<file path="src/rtl/seven_seg_scan_driver.sv">
// Multiplexed 7-segment driver: scans NUM_DIGITS BCD digits onto one segment bus, one digit per SCAN_DIV clocks.
// Outputs are registered one cycle behind the scan index; there is no backpressure, and load is always accepted.
module seven_seg_scan_driver #(
  parameter int NUM_DIGITS     = 3,
  parameter int SCAN_DIV       = 1000,
  parameter int BLINK_FRAMES   = 64,
  parameter bit SEG_ACTIVE_LOW = 1'b0
) (
  input  logic                    clk,
  input  logic                    rst_n,
  input  logic [4*NUM_DIGITS-1:0] digits_in,
  input  logic                    load,
  input  logic                    lz_blank_en,
  input  logic                    blink_en,
  input  logic [NUM_DIGITS-1:0]   dp_mask,
  output logic [6:0]              seg_out,
  output logic                    dp_out,
  output logic [NUM_DIGITS-1:0]   digit_sel,
  output logic                    frame_done
);

  localparam int CW = $clog2(SCAN_DIV);
  localparam int IW = (NUM_DIGITS > 1) ? $clog2(NUM_DIGITS) : 1;
  localparam int FW = (BLINK_FRAMES > 1) ? $clog2(BLINK_FRAMES) : 1;
  localparam logic [6:0]            SEG_OFF = SEG_ACTIVE_LOW ? 7'h7f : 7'h00;
  localparam logic                  DP_OFF  = SEG_ACTIVE_LOW;
  localparam logic [NUM_DIGITS-1:0] SEL_RST = NUM_DIGITS'(1);

  function automatic logic [6:0] bcd_to_seg(input logic [3:0] v);
    case (v)
      4'd0:    bcd_to_seg = 7'b1111110;
      4'd1:    bcd_to_seg = 7'b0110000;
      4'd2:    bcd_to_seg = 7'b1101101;
      4'd3:    bcd_to_seg = 7'b1111001;
      4'd4:    bcd_to_seg = 7'b0110011;
      4'd5:    bcd_to_seg = 7'b1011011;
      4'd6:    bcd_to_seg = 7'b1011111;
      4'd7:    bcd_to_seg = 7'b1110000;
      4'd8:    bcd_to_seg = 7'b1111111;
      4'd9:    bcd_to_seg = 7'b1111011;
      default: bcd_to_seg = 7'b0000001;
    endcase
  endfunction

  logic [CW-1:0]           cnt_q, cnt_d;
  logic [IW-1:0]           idx_q, idx_d;
  logic [4*NUM_DIGITS-1:0] pend_q, pend_d, act_q, act_d;
  logic                    shown_q, shown_d;
  logic                    phase_q, phase_d;
  logic [FW-1:0]           fcnt_q, fcnt_d;
  logic [6:0]              seg_q, seg_d;
  logic                    dp_q, dp_d;
  logic [NUM_DIGITS-1:0]   sel_q, sel_d;
  logic                    fd_q, fd_d;

  logic       slot_end, frame_end, blank, upper_zero, cur_dp, cur_lz;
  logic [3:0] cur_dig;

  always_comb begin
    slot_end  = (cnt_q == CW'(SCAN_DIV - 1));
    frame_end = slot_end && (idx_q == IW'(NUM_DIGITS - 1));
    cnt_d     = slot_end ? '0 : cnt_q + CW'(1);
    idx_d     = idx_q;
    if (slot_end) idx_d = (idx_q == IW'(NUM_DIGITS - 1)) ? '0 : idx_q + IW'(1);
    pend_d    = load ? digits_in : pend_q;
    // Active digits only change at the frame boundary so a frame never mixes old and new values.
    act_d     = frame_end ? pend_q : act_q;
    shown_d   = shown_q | frame_end;
    fd_d      = frame_end;

    phase_d = phase_q;
    fcnt_d  = fcnt_q;
    if (!blink_en) begin
      phase_d = 1'b1;
      fcnt_d  = '0;
    end else if (frame_end) begin
      if (fcnt_q == FW'(BLINK_FRAMES - 1)) begin
        fcnt_d  = '0;
        phase_d = ~phase_q;
      end else begin
        fcnt_d = fcnt_q + FW'(1);
      end
    end
  end

  // Walk from the most significant digit down so upper_zero tracks "this and all higher digits are 0".
  always_comb begin
    cur_dig    = 4'd0;
    cur_dp     = 1'b0;
    cur_lz     = 1'b0;
    sel_d      = '0;
    upper_zero = 1'b1;
    for (int i = NUM_DIGITS - 1; i >= 0; i--) begin
      upper_zero = upper_zero & (act_q[4*i +: 4] == 4'd0);
      if (idx_q == IW'(i)) begin
        cur_dig  = act_q[4*i +: 4];
        cur_dp   = dp_mask[i];
        cur_lz   = upper_zero && (i != 0);
        sel_d[i] = 1'b1;
      end
    end
    blank = !shown_q || (blink_en && !phase_q) || (lz_blank_en && cur_lz);
    seg_d = (blank ? 7'd0 : bcd_to_seg(cur_dig)) ^ {7{SEG_ACTIVE_LOW}};
    dp_d  = (cur_dp && !blank) ^ SEG_ACTIVE_LOW;
  end

  always_ff @(posedge clk or negedge rst_n) begin
    if (!rst_n) begin
      cnt_q   <= '0;
      idx_q   <= '0;
      pend_q  <= '0;
      act_q   <= '0;
      shown_q <= 1'b0;
      phase_q <= 1'b1;
      fcnt_q  <= '0;
      seg_q   <= SEG_OFF;
      dp_q    <= DP_OFF;
      sel_q   <= SEL_RST;
      fd_q    <= 1'b0;
    end else begin
      cnt_q   <= cnt_d;
      idx_q   <= idx_d;
      pend_q  <= pend_d;
      act_q   <= act_d;
      shown_q <= shown_d;
      phase_q <= phase_d;
      fcnt_q  <= fcnt_d;
      seg_q   <= seg_d;
      dp_q    <= dp_d;
      sel_q   <= sel_d;
      fd_q    <= fd_d;
    end
  end

  assign seg_out    = seg_q;
  assign dp_out     = dp_q;
  assign digit_sel  = sel_q;
  assign frame_done = fd_q;

endmodule

</file>
<file path="config.mk">
export PLATFORM = sky130hd
export DESIGN_NAME = seven_seg_scan_driver
export DESIGN_NICKNAME = d
export VERILOG_FILES = /design/src/rtl/seven_seg_scan_driver.sv
export SDC_FILE = /design/constraint.sdc
export NUM_CORES = 1
export LEC_CHECK = 0
export ABC_AREA = 1
export BUFFER_PORTS_ARGS = -buffer_cell sky130_fd_sc_hd__clkbuf_2
export CAP_MARGIN = 30
export CORE_AREA = 2 2 75 77
export DETAILED_ROUTE_END_ITERATION = 10
export DIE_AREA = 0 0 77 79
export PLACE_DENSITY_LB_ADDON = 0.08
export SYNTH_ARGS = -nofsm -noshare
export SYNTH_HDL_FRONTEND = slang
export SYNTH_SLANG_ARGS = --single-unit
</file>
<file path="constraint.sdc">
create_clock -name clk -period 2.4 [get_ports clk]
set_input_delay 0.12 -clock clk [delete_from_list [all_inputs] [get_ports clk]]
set_output_delay 0.12 -clock clk [all_outputs]
set_load 0.005 [all_outputs]
</file>
==> impl_results.md, run 1 <==
- Final hold violations: 0
- Slew Viols, Final: 0
- Maximum clock insertion buffer count: 2
- Die W: 77 µm
- Net load switching power: 0.351 mW
- Portion of the clock cycle consumed by the worst path in the final layout: 77.8%
- Placer congestion estimate: 0.865
- Number of design-rule violations left by the first detailed-router iteration: 78
- P&R area growth vs syn: 12.9%
- Later-pin clock latency in the skew report: 0.31 ns
- Relative slew slack: 73.1%
- CP Class: reg -> reg
- Share of power burned in combinational logic: 4.4%
- Filler Cells Inserted: 493
- Switching power share of the total: 20.6%
- Overall global routing resource usage: 16.8%
- Number of DRC violations after detailed routing: 0
- Least-Margin Pin Slew: 0.404 ns
- Number of iterations in the first detailed-routing pass: 4
- Antenna Diode Count: 0
- Total number of vias: 1,933
- FMAX: 0.535 GHz
- TritonCTS clock tree: done
- Final HPWL DP: 3.39 mm
- Synth Area per Inst: 9.08 µm²
- Buffers inserted during post-CTS setup optimization: 0
- Maximum ir drop on the vdd rail: 0.341 mV
- Die Ht: 79 µm
- Maxcap violations: 0
- Share of the yosys chip area belonging to registers: 50.2%
- Share of total power in the clock network: 39.0%
- Library cell with the largest summed area after synthesis: sky130_fd_sc_hd__dfrtp_1
- Worst Hold Launch: digits_in[11]
- Highest net fanout along the worst path: 6
- Leading post-synthesis cells by cell area: sky130_fd_sc_hd__dfrtp_1 (48%), sky130_fd_sc_hd__nand2_1 (8.6%), sky130_fd_sc_hd__inv_1 (4.6%)
- Fraction of layout cells with a size suffix above 1: 30.4%
- Crit path launch: idx_q[1]
- Number of failing setup endpoints in the final timing report: 0
- Dominant cell by count in the synthesized netlist: sky130_fd_sc_hd__nand2_1
- Critical R2R Launch: idx_q[1]
- P_leak: 1.75 nW
- Yosys synthesis warning count: 0
- Required time worst endpoint: 2.60 ns
- Run status: finished, final reports clean
- Routed len/inst: 10.7 µm
- Aggregate routed wire length: 4.47 mm
- Total congestion overflow: 0
- Number of buffers inserted during clock tree synthesis: 5
- Via/cell ratio: 4.64
- Startpoint class of the critical path: register
- Unrepaired setup endpoints after global routing: no
- Class of the worst hold path: in -> reg
- Hold Buf Count CTS: 1
- Number of cell instances on the worst register-to-register path: 9
- Most frequently used flop master after synthesis: sky130_fd_sc_hd__dfrtp_1
- Number of nets at the end of the flow: 371
- Most common library cells after synthesis: sky130_fd_sc_hd__nand2_1 (64), sky130_fd_sc_hd__dfrtp_1 (54), sky130_fd_sc_hd__inv_1 (34)
- Post-route antenna net violation count: 0
- Clock root buffer: sky130_fd_sc_hd__clkbuf_8
- Maximum level of the CTS H-tree: 2
- Post-route worst hold slack: 0.00736 ns
- Global-route wire length before repair: 8.09 mm
- Arrival @ worst endpoint: 2.07 ns
- Area of the core: 5340 µm²
- Number of enable-type register cells in the synthesized netlist: 0
- Synthesized netlist cell count: 308
- Clock sinks: 56
- Synth Net Count: 335
- Initial Util: 52.4%
- Kind of end point of the critical path: register
- Die footprint: 6080 µm²
- Worst clock skew on the final layout: 0.00825 ns
- Antenna violations before repair: 0
- CTS clock-pin slew for the worst setup and hold paths: 0.10 ns
- Worst r2r dst: seg_out[3]
- Post-cts repair resize count: 0
- Power density over the cells: 539 nW/µm²
- Reg-to-reg slack, setup: 0.53 ns
- Number of unique standard cell types used by synthesis: 32
- End point of the critical path: seg_out[3]
- Share of the synthesized area in the top cell type: 48.3%
- Post-synthesis instance area: 2800 µm²
- Count of port buffers added during placement: 31
- Vias in the first global route: 1,811
- Pin count of the biggest net entering global routing: 33
- Number of placed I/O pins: 32
- Register share of total power: 56.6%
- Minimum period implied by the final worst setup slack: 1.87 ns
- Row count: 27
- Accumulated negative setup slack: 0 ns
- Share of flip-flops with an asynchronous set or reset after synthesis: 100%
- FF+latch count, synth: 56
- Internal power summed over all cells: 1.35 mW
==> cells by family after synthesis <==
family / after synthesis / synth area share (%)
flops: 56 / 50.2
xor+xnor: 2 / 0.627
compound gates: 45 / 10.4
simple gates: 152 / 28.7
buf+inv: 46 / 6.93
fa+ha+maj: 7 / 3.13
==> worst max-delay path: stages (launching register included) <==
cell,delay (ns)
sky130_fd_sc_hd__dfrtp_1,0.47
sky130_fd_sc_hd__inv_2,0.16
sky130_fd_sc_hd__nand2_2,0.10
sky130_fd_sc_hd__or2_1,0.22
sky130_fd_sc_hd__nand2_2,0.13
sky130_fd_sc_hd__inv_1,0.08
sky130_fd_sc_hd__ha_1,0.30
sky130_fd_sc_hd__nand2_1,0.06
sky130_fd_sc_hd__a21oi_1,0.18
sky130_fd_sc_hd__nor2_2,0.05
==> metrics by stage <==
| stage | utilization (%) | total power, mW | instance area (µm²) | instances | setup WS, ns |
|---|---|---|---|---|---|
| after floorplan | - | 1.02 | 2800 | 308 | 0.686 |
| after global placement | 56.6 | 1.06 | 3020 | 408 | 0.627 |
| after detailed placement | 56.6 | 1.06 | 3020 | 408 | 0.546 |
| after CTS | 59.2 | 1.73 | 3160 | 417 | 0.528 |
| after global routing | 59.2 | 1.78 | 3160 | 417 | 0.403 |
| final | 59.2 | 1.70 | 3160 | 417 | 0.532 |
==> state kept, by name, indices dropped and copies added, names as in the netlist <==
| signal | flops |
|---|---|
| frame_done | 1 |
| shown_q | 1 |
| pend_q | 12 |
| digit_sel | 3 |
| act_q | 12 |
| fcnt_q | 6 |
| idx_q | 2 |
| seg_out | 7 |
| phase_q | 1 |
| cnt_q | 10 |
| dp_out | 1 |
==> worst min path at each step <==
stage | end | slack, ns | depth (start not counted)
after global placement | pend_q[7] | 0.13 | 2
after CTS | pend_q[2] | 0.0008 | 3
final | pend_q[11] | 0.007 | 3
after detailed placement | pend_q[7] | 0.14 | 2
after floorplan | act_q[0] | -0.18 | 0
after global routing | pend_q[2] | 0.007 | 3
==> cells in the final DEF (no fill, tap or decap) <==
master,n
sky130_fd_sc_hd__a21oi_2,1
sky130_fd_sc_hd__dfrtp_1,54
sky130_fd_sc_hd__buf_4,2
sky130_fd_sc_hd__nand4_1,3
sky130_fd_sc_hd__dlygate4sd3_1,1
sky130_fd_sc_hd__dfstp_2,2
sky130_fd_sc_hd__nor2_8,3
sky130_fd_sc_hd__or2_2,4
sky130_fd_sc_hd__nand3_1,15
sky130_fd_sc_hd__o21bai_1,1
sky130_fd_sc_hd__nand2_2,15
sky130_fd_sc_hd__a221oi_1,1
sky130_fd_sc_hd__ha_1,7
sky130_fd_sc_hd__nand2_1,64
sky130_fd_sc_hd__o21ai_0,20
sky130_fd_sc_hd__inv_4,2
sky130_fd_sc_hd__clkbuf_8,7
sky130_fd_sc_hd__nor2_2,9
sky130_fd_sc_hd__inv_2,5
sky130_fd_sc_hd__clkbuf_2,31
sky130_fd_sc_hd__or2_1,1
sky130_fd_sc_hd__o21ai_2,12
sky130_fd_sc_hd__nand3_2,1
sky130_fd_sc_hd__xor2_1,2
sky130_fd_sc_hd__nand3_4,1
sky130_fd_sc_hd__o21ai_1,2
sky130_fd_sc_hd__inv_1,34
sky130_fd_sc_hd__nor3_1,3
sky130_fd_sc_hd__nand2_4,5
sky130_fd_sc_hd__nor2_4,3
sky130_fd_sc_hd__a21oi_4,1
sky130_fd_sc_hd__bufinv_16,1
sky130_fd_sc_hd__nor2_1,25
sky130_fd_sc_hd__a21oi_1,7
==> power groups by stage <==
stage / Sequential, mW / Combinational [mW] / Clock [mW]
final: 0.965 / 0.0749 / 0.664
after global routing: 0.967 / 0.0876 / 0.723
after CTS: 0.965 / 0.0781 / 0.688
after detailed placement: 0.983 / 0.0768 / 0
after global placement: 0.983 / 0.0752 / 0
after floorplan: 0.983 / 0.0328 / 0
==> layout make-up <==
class,count,area (µm²),area share [%]
multi-input combinational,206,1200,38.0
clock buffer,7,96.3,3.05
timing repair buffer,34,180,5.71
tap,72,90.1,2.85
inverter,41,159,5.03
clock inverter,1,30.0,0.951
sequential,56,1400,44.5
==> routing by layer <==
layer / part of all wire, % / vias up / global-route usage (%)
met4: 1.5 / 0 / 5.89
li1: - / 1033 / -
met5: 0 / - / 0
met3: 3.8 / 5 / 4.20
met1: 50 / 861 / 22.3
met2: 45 / 34 / 27.0
Power figures use the tool's default switching activity.
==> run 2: changes to the inputs <==
--- a/config.mk
+++ b/config.mk
@@ -5,12 +5,12 @@
 export SDC_FILE = /design/constraint.sdc
 export NUM_CORES = 1
 export LEC_CHECK = 0
-export ABC_AREA = 1
+export ABC_AREA = 0
 export BUFFER_PORTS_ARGS = -buffer_cell sky130_fd_sc_hd__clkbuf_2
 export CAP_MARGIN = 30
-export CORE_AREA = 2 2 75 77
+export CORE_AREA = 2 2 72 74
 export DETAILED_ROUTE_END_ITERATION = 10
-export DIE_AREA = 0 0 77 79
+export DIE_AREA = 0 0 74 76
 export PLACE_DENSITY_LB_ADDON = 0.08
 export SYNTH_ARGS = -nofsm -noshare
 export SYNTH_HDL_FRONTEND = slang
==> constraint.sdc (replaced) <==
create_clock -name clk -period 1.85 [get_ports clk]
set_input_delay 0.0925 -clock clk [delete_from_list [all_inputs] [get_ports clk]]
set_output_delay 0.0925 -clock clk [all_outputs]
set_load 0.005 [all_outputs]
==> impl_results.md, run 2 <==
- Global-route wire length before repair: 8.03 mm (-0.68%)
- Routing layer with the top usage in global route: met2
- Area of the core: 4910 µm² (-8.0%)
- Post-synthesis instance area: 2600 µm² (-6.8%)
- Minimum period implied by the final worst setup slack: 1.80 ns (-0.0671 ns)
- Worst clock skew on the final layout: 0.00796 ns (-0.000287 ns)
- Number of buffers inserted during clock tree synthesis: 5 (unchanged)
- Routed len/inst: 14.7 µm (+37%)
- Clock sinks: 56 (unchanged)
- Number of placed I/O pins: 32 (unchanged)
- Antenna violations before repair: 0 (unchanged)
- Synth Area per Inst: 12.9 µm² (+42%)
- FF+latch count, synth: 56 (unchanged)
- Most common library cells after synthesis: sky130_fd_sc_hd__dfrtp_1 (54), sky130_fd_sc_hd__mux2_2 (29), sky130_fd_sc_hd__mux2i_1 (10), sky130_fd_sc_hd__nand2_1 (10), sky130_fd_sc_hd__nor2_1 (10)
- Share of the yosys chip area belonging to registers: 53.9% (+3.7 points)
- Final std cells w/o fill: 326 (-22%)
- Run status: finished, final reports clean
- Number of unique standard cell types used by synthesis: 43 (+34%)
- Fraction of met2 tracks used by global routing: 31.0% (+4.0 points)
- TritonCTS clock tree: done
- Startpoint class of the critical path: register
- Power density over the cells: 659 nW/µm² (+22%)
- Class of the worst hold path: in -> reg
- Count of port buffers added during placement: 31 (unchanged)
- Relative slew slack: 67.8% (-5.3 points)
- Number of failing setup endpoints in the final timing report: 0 (unchanged)
- Row count: 26 (-3.7%)
- Synthesized netlist cell count: 202 (-34%)
- Area of all placed cells without fillers: 3110 µm² (-1.5%)
- Total congestion overflow: 0 (unchanged)
- Leading post-synthesis cells by cell area: sky130_fd_sc_hd__dfrtp_1 (52%), sky130_fd_sc_hd__mux2_2 (13%), sky130_fd_sc_hd__mux2i_1 (3.8%)
- Via/cell ratio: 5.36 (+16%)
- Dominant cell by count in the synthesized netlist: sky130_fd_sc_hd__dfrtp_1
- CP Class: reg -> reg
- Area taken by multi-input logic gates: 1160 µm² (-3.2%)
- Overall global routing resource usage: 18.3% (+1.5 points)
- Maximum ir drop on the vdd rail: 0.601 mV (+76%)
- Number of nets at the end of the flow: 282 (-24%)
- Arrival @ worst endpoint: 2.02 ns (-0.05 ns)
- Antenna Diode Count: 0 (unchanged)
- Met3 GRT Util: 4.23% (+0.028 points)
- Die Ht: 76 µm (-3.8%)
- Final HPWL DP: 3.68 mm (+8.7%)
- Share of flip-flops with an asynchronous set or reset after synthesis: 100% (unchanged)
- End-of-flow core utilization: 63.3% (+4.2 points)
- P&R area growth vs syn: 19.4%
- Highest-count cells in the layout ignoring fill and taps: sky130_fd_sc_hd__dfrtp_1 (53), sky130_fd_sc_hd__clkbuf_2 (31), sky130_fd_sc_hd__mux2_2 (29)
- Placer congestion estimate: 0.849 (-1.9%)
- Maximum clock insertion buffer count: 2 (unchanged)
- P_leak: 1.51 nW (-14%)
- Largest registers ranked by flip-flop count: act_q (12), pend_q (12), cnt_q (10)
- Number of enable-type register cells in the synthesized netlist: 0 (unchanged)
- Post-route antenna net violation count: 0 (unchanged)
- Share of the synthesized area in the top cell type: 51.9% (+3.6 points)
- CTS clock-pin slew for the worst setup and hold paths: 0.09 ns (about the same)
- Number of DRC violations after detailed routing: 0 (unchanged)
- Number of design-rule violations left by the first detailed-router iteration: 67 (-14%)
- Most frequent standard cell in the layout excluding fill and tap cells: sky130_fd_sc_hd__dfrtp_1
- Yosys synthesis warning count: 0 (unchanged)
- Highest net fanout along the worst path: 4 (-2)
- Initial Util: 53.0% (+0.64 points)
- Final setup margin: 0.0489 ns (-0.483 ns)
- FMAX: 0.555 GHz (+3.7%)
- Library cell with the largest summed area after synthesis: sky130_fd_sc_hd__dfrtp_1
- Number of iterations in the first detailed-routing pass: 4 (unchanged)
- Met1 Resource Use GR: 23.2% (+0.93 points)
- Total number of vias: 1,748 (-9.6%)
- Clock root buffer: sky130_fd_sc_hd__clkbuf_8
- Later-pin clock latency in the skew report: 0.30 ns (about the same)
- Final hold violations: 0 (unchanged)
- Number of instances in the placed design: 313 (-23%)
- Number of cell instances on the worst register-to-register path: 6 (-3)
- Cell Area, Placed: 2940 µm² (-2.6%)
- Fraction of layout cells with a size suffix above 1: 43.8% (+13 points)
- Unrepaired setup endpoints after global routing: yes
- Least-Margin Pin Slew: 0.483 ns (+0.0790 ns)
- Worst slack at placement: -0.0482 ns (-0.594 ns)
- Kind of end point of the critical path: register
- Area occupied by registers: 1410 µm² (about the same)
- Cells on Worst Hold Path: 2 (-1)
- Die footprint: 5620 µm² (-7.5%)
- Synth Net Count: 229 (-32%)
- Slew Viols, Final: 0 (unchanged)
- Portion of the clock cycle consumed by the worst path in the final layout: 97.4% (+20 points)
- Post-route worst hold slack: 0.0221 ns (+0.0147 ns)
- Filler Cells Inserted: 394 (-20%)
- Most frequently used flop master after synthesis: sky130_fd_sc_hd__dfrtp_1
- Pin count of the biggest net entering global routing: 25 (-24%)
- Maximum level of the CTS H-tree: 2 (unchanged)
- Maxcap violations: 0 (unchanged)
- Required time worst endpoint: 2.07 ns (-0.53 ns)
- Vias in the first global route: 1,764 (-2.6%)
- Aggregate routed wire length: 4.78 mm (+6.9%)
- Die W: 74 µm (-3.9%)
run 2: changes by cell type after synthesis, sizes merged, moves of 4 or more:
cell / delta
a211oi: +6
a2bb2oi: +4
buf: +4
inv: -32
mux2: +29
mux2i: +10
nand2: -74
nand2b: +5
nand3: -13
nor2: -29
nor4: +4
o21ai: -30
run 2: kinds of logic (layout without fill, tap and decap cells):
logic type / Yosys count / in the layout / synth area share, %
DFF: 56 / 56 / 53.9
and+or+nand+nor: 52 / 52 / 12.9
muxes: 39 / 39 / 16.4
AOI/OAI and AO/OA: 26 / 26 / 7.59
buffers and inverters: 16 / 70 / 3.89
adders and majority gates: 7 / 7 / 3.36
xor gates and xnor gates: 6 / 6 / 2.02
run 2: critical path: stages, from the launching register on:
cell	delay, ns
sky130_fd_sc_hd__dfrtp_2	0.45
sky130_fd_sc_hd__mux2i_2	0.27
sky130_fd_sc_hd__a2bb2oi_2	0.26
sky130_fd_sc_hd__inv_1	0.11
sky130_fd_sc_hd__ha_2	0.20
sky130_fd_sc_hd__mux2_2	0.27
sky130_fd_sc_hd__a211oi_2	0.17
run 2: path summary, 6_finish.rpt:
path	start	to	slack (ns)
hold reg to reg	cnt_q[0]	cnt_q[0]	0.48
setup / recovery	idx_q[1]	seg_out[6]	0.05
setup reg to reg	idx_q[1]	seg_out[6]	0.05
max in group asynchronous	rst_n	pend_q[8]	0.90
hold / removal	digits_in[3]	pend_q[3]	0.02
min in group asynchronous	rst_n	fcnt_q[2]	0.27
run 2: metal layers:
metal | wire, µm | part of all wire [%]
met5 | 0 | 0
met4 | 41 | 0.86
met3 | 178 | 3.7
met2 | 2520 | 53
met1 | 2030 | 43
run 2: final cells by class:
class / instances / share of cell area [%]
Tap cell: 70 / 2.82
Sequential cell: 56 / 45.2
Inverter: 9 / 1.09
Timing Repair Buffer: 53 / 10.7
Multi-Input combinational cell: 130 / 37.3
Clock buffer: 8 / 2.90
run 2: power breakdown:
part / leakage, nW / switching [mW] / internal, mW / total, mW
clock: 0.0455 / 0.356 / 0.306 / 0.663
sequential: 0.732 / 0.0191 / 1.26 / 1.28
combinational: 0.731 / 0.0543 / 0.0549 / 0.109
total: 1.51 / 0.430 / 1.62 / 2.05
run 2: what timing repair did:
action,CTS,global route
hold buffers,1,0
endpoints found under the setup margin,2,15
resized for setup,1,10
pin swaps,0,9
buffers inserted,0,4
endpoints found under the hold margin,14,0
run 2: metrics by stage:
step,setup TNS [ns],power [mW]
6_report,0,2.05
5_1_grt,-0.544,2.15
4_1_cts,0,2.08
3_5_place_dp,-0.0663,1.41
3_3_place_gp,0,1.40
2_1_floorplan,0,1.35
